$ cat src/rtl/uart_pkg.sv
// uart_pkg: shared UART transmitter state type and line-level constants
package uart_pkg;
  localparam int UART_DATA_BITS = 8;
  localparam logic START_BIT = 1'b0;
  localparam logic STOP_BIT = 1'b1;
  localparam logic IDLE_LEVEL = 1'b1;
  typedef enum logic [2:0] {IDLE, START, DATA, PARITY, STOP} tx_state_e;
endpackage

$ cat src/rtl/uart_tx_fifo.sv
// uart_tx_fifo: synchronous FIFO, pointers carry an extra wrap bit for full/empty
module uart_tx_fifo #(
  parameter int DEPTH = 16,
  parameter int W = 8
) (
  input  logic                   clk,
  input  logic                   rst_n,
  input  logic                   wr_en,
  input  logic [W-1:0]           wr_data,
  input  logic                   rd_en,
  output logic [W-1:0]           rd_data,
  output logic                   full,
  output logic                   empty,
  output logic [$clog2(DEPTH):0] count
);
  localparam int AW = $clog2(DEPTH);
  logic [W-1:0] mem [DEPTH];
  logic [AW:0] wp, rp;
  assign empty = wp == rp;
  assign full = (wp[AW] != rp[AW]) && (wp[AW-1:0] == rp[AW-1:0]);
  assign count = wp - rp;
  assign rd_data = mem[rp[AW-1:0]];
  always_ff @(posedge clk or negedge rst_n)
    if (!rst_n) begin
      wp <= '0;
      rp <= '0;
    end else begin
      if (wr_en && !full) wp <= wp + 1'b1;
      if (rd_en && !empty) rp <= rp + 1'b1;
    end
  always_ff @(posedge clk)
    if (wr_en && !full) mem[wp[AW-1:0]] <= wr_data;
endmodule

$ cat src/rtl/uart_tx_buffered.sv
// uart_tx_buffered: FIFO-fed 8N1 UART transmitter draining frames back-to-back.
// Define UART_TX_PARITY_EN to insert an even-parity bit (8E1).
module uart_tx_buffered
  import uart_pkg::*;
#(
  parameter int CLKS_PER_BIT = 87,
  parameter int FIFO_DEPTH = 16
) (
  input  logic                        i_Clock,
  input  logic                        i_Rst_n,
  input  logic                        i_Tx_DV,
  input  logic [7:0]                  i_Tx_Byte,
  output logic                        o_Tx_Ready,
  output logic [$clog2(FIFO_DEPTH):0] o_Fifo_Count,
  output logic                        o_Overflow,
  output logic                        o_Tx_Active,
  output logic                        o_Tx_Serial,
  output logic                        o_Tx_Done
);
  localparam int CW = $clog2(CLKS_PER_BIT);
  localparam int IW = $clog2(UART_DATA_BITS);
  tx_state_e state, state_d;
  logic [CW-1:0] cnt;
  logic [IW-1:0] idx;
  logic [UART_DATA_BITS-1:0] shift, rd_data;
  logic full, empty, pop, bit_end, last_bit, line_d;
  uart_tx_fifo #(.DEPTH(FIFO_DEPTH), .W(UART_DATA_BITS)) u_fifo (
    .clk(i_Clock), .rst_n(i_Rst_n), .wr_en(i_Tx_DV), .wr_data(i_Tx_Byte), .rd_en(pop),
    .rd_data(rd_data), .full(full), .empty(empty), .count(o_Fifo_Count)
  );
  assign o_Tx_Ready = !full;
  assign bit_end = cnt == CW'(CLKS_PER_BIT - 1);
  assign last_bit = bit_end && idx == IW'(UART_DATA_BITS - 1);
  always_comb begin
    state_d = state;
    pop = 1'b0;
    case (state)
      IDLE: begin
        pop = !empty;
        state_d = empty ? IDLE : START;
      end
      START: state_d = bit_end ? DATA : START;
`ifdef UART_TX_PARITY_EN
      DATA: state_d = last_bit ? PARITY : DATA;
`else
      DATA: state_d = last_bit ? STOP : DATA;
`endif
      PARITY: state_d = bit_end ? STOP : PARITY;
      STOP: if (bit_end) begin
        pop = !empty;
        state_d = empty ? IDLE : START;
      end
      default: state_d = IDLE;
    endcase
  end
  // the line is registered one cycle behind the state, so it never glitches
  always_comb
    line_d = state == START ? START_BIT : state == DATA ? shift[idx] :
             state == PARITY ? ^shift : state == STOP ? STOP_BIT : IDLE_LEVEL;
  always_ff @(posedge i_Clock or negedge i_Rst_n)
    if (!i_Rst_n) state <= IDLE;
    else state <= state_d;
  always_ff @(posedge i_Clock or negedge i_Rst_n)
    if (!i_Rst_n) begin
      cnt <= '0;
      idx <= '0;
      shift <= '0;
      o_Tx_Serial <= IDLE_LEVEL;
      o_Tx_Active <= 1'b0;
      o_Tx_Done <= 1'b0;
      o_Overflow <= 1'b0;
    end else begin
      cnt <= (state == IDLE || bit_end) ? '0 : cnt + 1'b1;
      idx <= (state == DATA && bit_end) ? idx + 1'b1 : idx;
      if (pop) shift <= rd_data;
      o_Tx_Serial <= line_d;
      o_Tx_Active <= state != IDLE;
      o_Tx_Done <= state == STOP && bit_end;
      o_Overflow <= i_Tx_DV && full;
    end
endmodule

$ cat config.mk
export PLATFORM = sky130hd
export DESIGN_NAME = uart_tx_buffered
export DESIGN_NICKNAME = d
export VERILOG_FILES = /design/src/rtl/uart_pkg.sv /design/src/rtl/uart_tx_fifo.sv /design/src/rtl/uart_tx_buffered.sv
export SDC_FILE = /design/constraint.sdc
export NUM_CORES = 1
export LEC_CHECK = 0
export BUFFER_PORTS_ARGS = -buffer_cell sky130_fd_sc_hd__buf_2
export CAP_MARGIN = 10
export CORE_UTILIZATION = 38
export CTS_CLUSTER_DIAMETER = 80
export DETAILED_ROUTE_END_ITERATION = 7
export SYNTH_ARGS = -nofsm -noshare
export SYNTH_HDL_FRONTEND = slang
export SYNTH_HIERARCHICAL = 1
export SYNTH_SLANG_ARGS = --single-unit
$ cat constraint.sdc
create_clock -name i_Clock -period 3.3 [get_ports i_Clock]
set_input_delay 0.495 -clock i_Clock [delete_from_list [all_inputs] [get_ports i_Clock]]
set_output_delay 0.495 -clock i_Clock [all_outputs]
set_load 0.02 [all_outputs]
==> reports/results.env <==
OUTCOME='finished, final reports clean'
FINALSETUPVIOLCOUNT=0
DETAILROUTE.VIA_COUNT=3554
REPORT.FINAL.SLEW_VIOL_COUNT=0
IO-PIN-COUNT=21
ANTENNA_CELLS_INSERTED=0
SYNTH.FF_LATCH_COUNT=163
WORSTPATHREQUIRED_PS=3610
DP_HPWL_MM=8.99
NETLIST.TOP_CELL.BY_AREA='sky130_fd_sc_hd__edfxtp_1'
SYNTHCELLS=402
DETAIL_ROUTE.WIRELENGTH_MM=13.6
MAXCLOCKFREQUENCY_GHz=0.336
FLOW.AREA_GROWTH_FROM_SYNTHESIS_PCT=14.2
EFFECTIVE_UTILIZATION_AT_FLOORPLAN_PCT=38.7
DPL_WORST_SLACK_PS=404
MAX_CAP_VIOLATIONS=0
VIASPERCELL=5.23
ENDPOINTS_FAILING_HOLD=0
TRITONCTS.NUM_BUFFERS=17
WORST_PIN_SLEW_PS=784
NETLIST_TOP_CELLS_AREA='sky130_fd_sc_hd__edfxtp_1, sky130_fd_sc_hd__dfrtp_1, sky130_fd_sc_hd__mux4_2, sky130_fd_sc_hd__mux2i_1, sky130_fd_sc_hd__mux4_1'
ROUTE.ANTENNA.REMAINING_NETS=0
FINAL.MIN_CLOCK_PERIOD_PS=2970
GRT_START_MAX_NET_PINS=43
CORE_AREA_UM2=17900
ANTENNA_FOUND_INITIAL=0
FIN_TNS_SETUP_PS=0
CTS_TREE='built'
RSZ0062_AT_GRT='no'
SYN-MEAN-INSTANCE-AREA_UM2=17.3
POST_CTS_RESIZED=0
VDD.IR_DROP.WORST_V=0.000560
VIAS_IN_THE_FIRST_GLOBAL_ROUTE=3747
TIMING.CRITICAL_PATH.ARRIVAL_PS=3280
FINALCRITPERIODSHARE_PCT=90.1
YOSYSUNIQUECELLTYPES=53
YOSYSSEQAREASHARE_PCT=68.1
POWER.DENSITY_CELL_AREA_nW_PER_UM2=666
CRITPATHLAUNCHTYPE='flop'
WORST_SLEW_MARGIN_REL_PCT=47.8
END_KIND='flop'
SETUP_SLACK_PS=328
POWER.LEAKAGE_uW=0.00282
SETUP.REG_TO_REG.WORST_SLACK_PS=330
GLOBAL_ROUTE.USAGE.TOTAL_PCT=16.2
CRITICAL_PATH.STARTPOINT='u_fifo/rp[2]$_DFFE_PN0P_'
BUFFER_PORTS.INSERTED=20
YS_WARN_COUNT=6
R2R_CELLS=9
HTREE_LEVELS=4
GP_CONGESTION=0.764
AVGROUTEDWIREPERCELL_UM=20.0
CRIT-REG2REG-CAPTURE='u_fifo/rp[3]$_DFFE_PN0P_'
GLOBAL_ROUTE_WIRE_LENGTH_BEFORE_REPAIR_MM=21.7
DETAIL_ROUTE.FIRST_PASS.ITERATIONS=4
RR_STARTPOINT='u_fifo/rp[2]$_DFFE_PN0P_'
DIE_AREA_UM2=18800
CTSROOTBUFFERMASTER='sky130_fd_sc_hd__clkbuf_16'
OVERFLOW=0
CTSLONGESTPATHBUFFERS=2
NUM-NETS-FINAL=462
TIMING.CLOCK.SKEW_PS=8.27
DRIVE_ABOVE_1_SHARE_PCT=22.9
CTS.SINKS=163
CLK-INSERTION-DELAY-LATE_PS=420
SYNTH.CELL_AREA_UM2=6940
POSTSYNTHNETCOUNT=427
CTS_HOLD_BUF=0
TIMING.SETUP.CRITICAL_PATH_CLASS='reg2reg'
CP_MAX_FO=9
FP-ROW-COUNT=49
MIN_PATH_TYPE='in2async'
DIE_HEIGHT_UM=137
DRT-INITIAL-DRC-COUNT=223
YOSYS.AREA.TOP_TYPE_SHARE_PCT=55.4
POST-ROUTE-DRC-COUNT=0
DIE-WIDTH_UM=137
CLOCK_TRANSITION_AT_THE_REGISTERS_OF_THE_REPORTED_PATHS_PS=70
N_FILL_CELL=1559
POST_CTS.REPAIR.SETUP_BUFFERS=0
[final cells by class]
| class | count | area [µm²] | share of cell area [%] |
|---|---|---|---|
| Clock buffer | 19 | 433 | 5.46 |
| Sequential cell | 163 | 4720 | 59.6 |
| Inverter | 16 | 60.1 | 0.758 |
| Timing Repair Buffer | 31 | 183 | 2.31 |
| Multi-Input combinational cell | 208 | 2060 | 26.1 |
| Clock inverter | 13 | 174 | 2.20 |
| Tap cell | 229 | 287 | 3.62 |
[power breakdown]
group / total, µW / internal [µW] / switching [µW]
sequential: 2510 / 2410 / 102
combinational: 743 / 265 / 478
clock: 2020 / 1210 / 819
[worst max path at each step]
stage | end | slack (ps) | cells past startpoint
3_3_place_gp | u_fifo/rp[3]$_DFFE_PN0P_ | 520 | 9
3_5_place_dp | u_fifo/rp[4]$_DFFE_PN0P_ | 400 | 9
2_1_floorplan | u_fifo/rp[4]$_DFFE_PN0P_ | 230 | 12
5_1_grt | u_fifo/rp[3]$_DFFE_PN0P_ | 200 | 9
6_report | u_fifo/rp[3]$_DFFE_PN0P_ | 330 | 9
4_1_cts | u_fifo/rp[3]$_DFFE_PN0P_ | 360 | 9
[registers in the layout, summed over array words and instances, names as in the netlist]
name         cells
cnt              7
idx              3
o_Overflow       1
o_Tx_Active      1
o_Tx_Done        1
o_Tx_Serial      1
shift            8
state            3
u_fifo/mem     128
u_fifo/rp        5
u_fifo/wp        5
[worst max-delay path, stage by stage, from the launching register on]
cell	delay, ps
sky130_fd_sc_hd__dfrtp_1	430
sky130_fd_sc_hd__inv_1	280
sky130_fd_sc_hd__ha_1	360
sky130_fd_sc_hd__and4_1	190
sky130_fd_sc_hd__and2_1	160
sky130_fd_sc_hd__or4_1	560
sky130_fd_sc_hd__inv_1	70
sky130_fd_sc_hd__a21boi_1	460
sky130_fd_sc_hd__nand3_1	170
sky130_fd_sc_hd__xnor2_1	180
[cell usage in the layout, fill, tap and decap left out, types with 11 or more instances in the layout]
master and n:
sky130_fd_sc_hd__mux2i_1 26, sky130_fd_sc_hd__inv_1 15, sky130_fd_sc_hd__dfrtp_1 33, sky130_fd_sc_hd__buf_2 20, sky130_fd_sc_hd__ha_1 13, sky130_fd_sc_hd__clkbuf_16 17
sky130_fd_sc_hd__mux4_2 18, sky130_fd_sc_hd__nor2_1 18, sky130_fd_sc_hd__buf_4 11, sky130_fd_sc_hd__xnor2_1 17, sky130_fd_sc_hd__edfxtp_1 128
[kinds of logic (layout without fill, tap and decap cells)]
group / Yosys count / in the layout / synth area share (%)
compound gates: 40 / 40 / 3.99
xor+xnor: 25 / 25 / 3.27
fa+ha+maj: 14 / 14 / 2.63
buf+inv: 31 / 79 / 2.53
flops: 163 / 163 / 68.1
mux: 61 / 61 / 14.3
simple gates: 68 / 68 / 5.21
[cell usage after synthesis (all sizes together)]
master,number
a211oi,1
a21boi,1
a21o,3
a21oi,3
a22oi,8
a32oi,8
and2,7
and3,6
and4,1
buf,10
clkbuf,5
dfrtp,34
dfstp,1
edfxtp,128
fa,1
ha,13
inv,16
mux2,10
mux2i,26
mux4,25
nand2,9
nand2b,2
nand3,7
nand3b,1
nand4,4
nor2,18
nor2b,1
nor3,3
nor3b,1
nor4,4
o211ai,1
o21a,1
o21ai,12
o221ai,1
o31a,1
or3,2
or3b,1
or4,1
xnor2,18
xor2,7
[metal layers]
layer  share of wire, %  up-vias  global-route usage, %
met3                5.6       15                   4.93
li1                   -     1638                      -
met1                 46     1818                   21.7
met5                  0        -                      0
met2                 47       83                   25.2
met4                1.2        0                   5.37
[metrics by stage]
step	hold slack, ps	instance area [µm²]	utilization (%)	power, µW	std cells
2_1_floorplan	199	6940	-	2990	402
3_3_place_gp	486	7320	40.9	3280	647
3_5_place_dp	494	7320	40.9	3300	647
4_1_cts	173	7920	44.3	5340	679
5_1_grt	208	7920	44.3	5500	679
6_report	149	7920	44.3	5280	679
(Power assumes the default switching activity.)
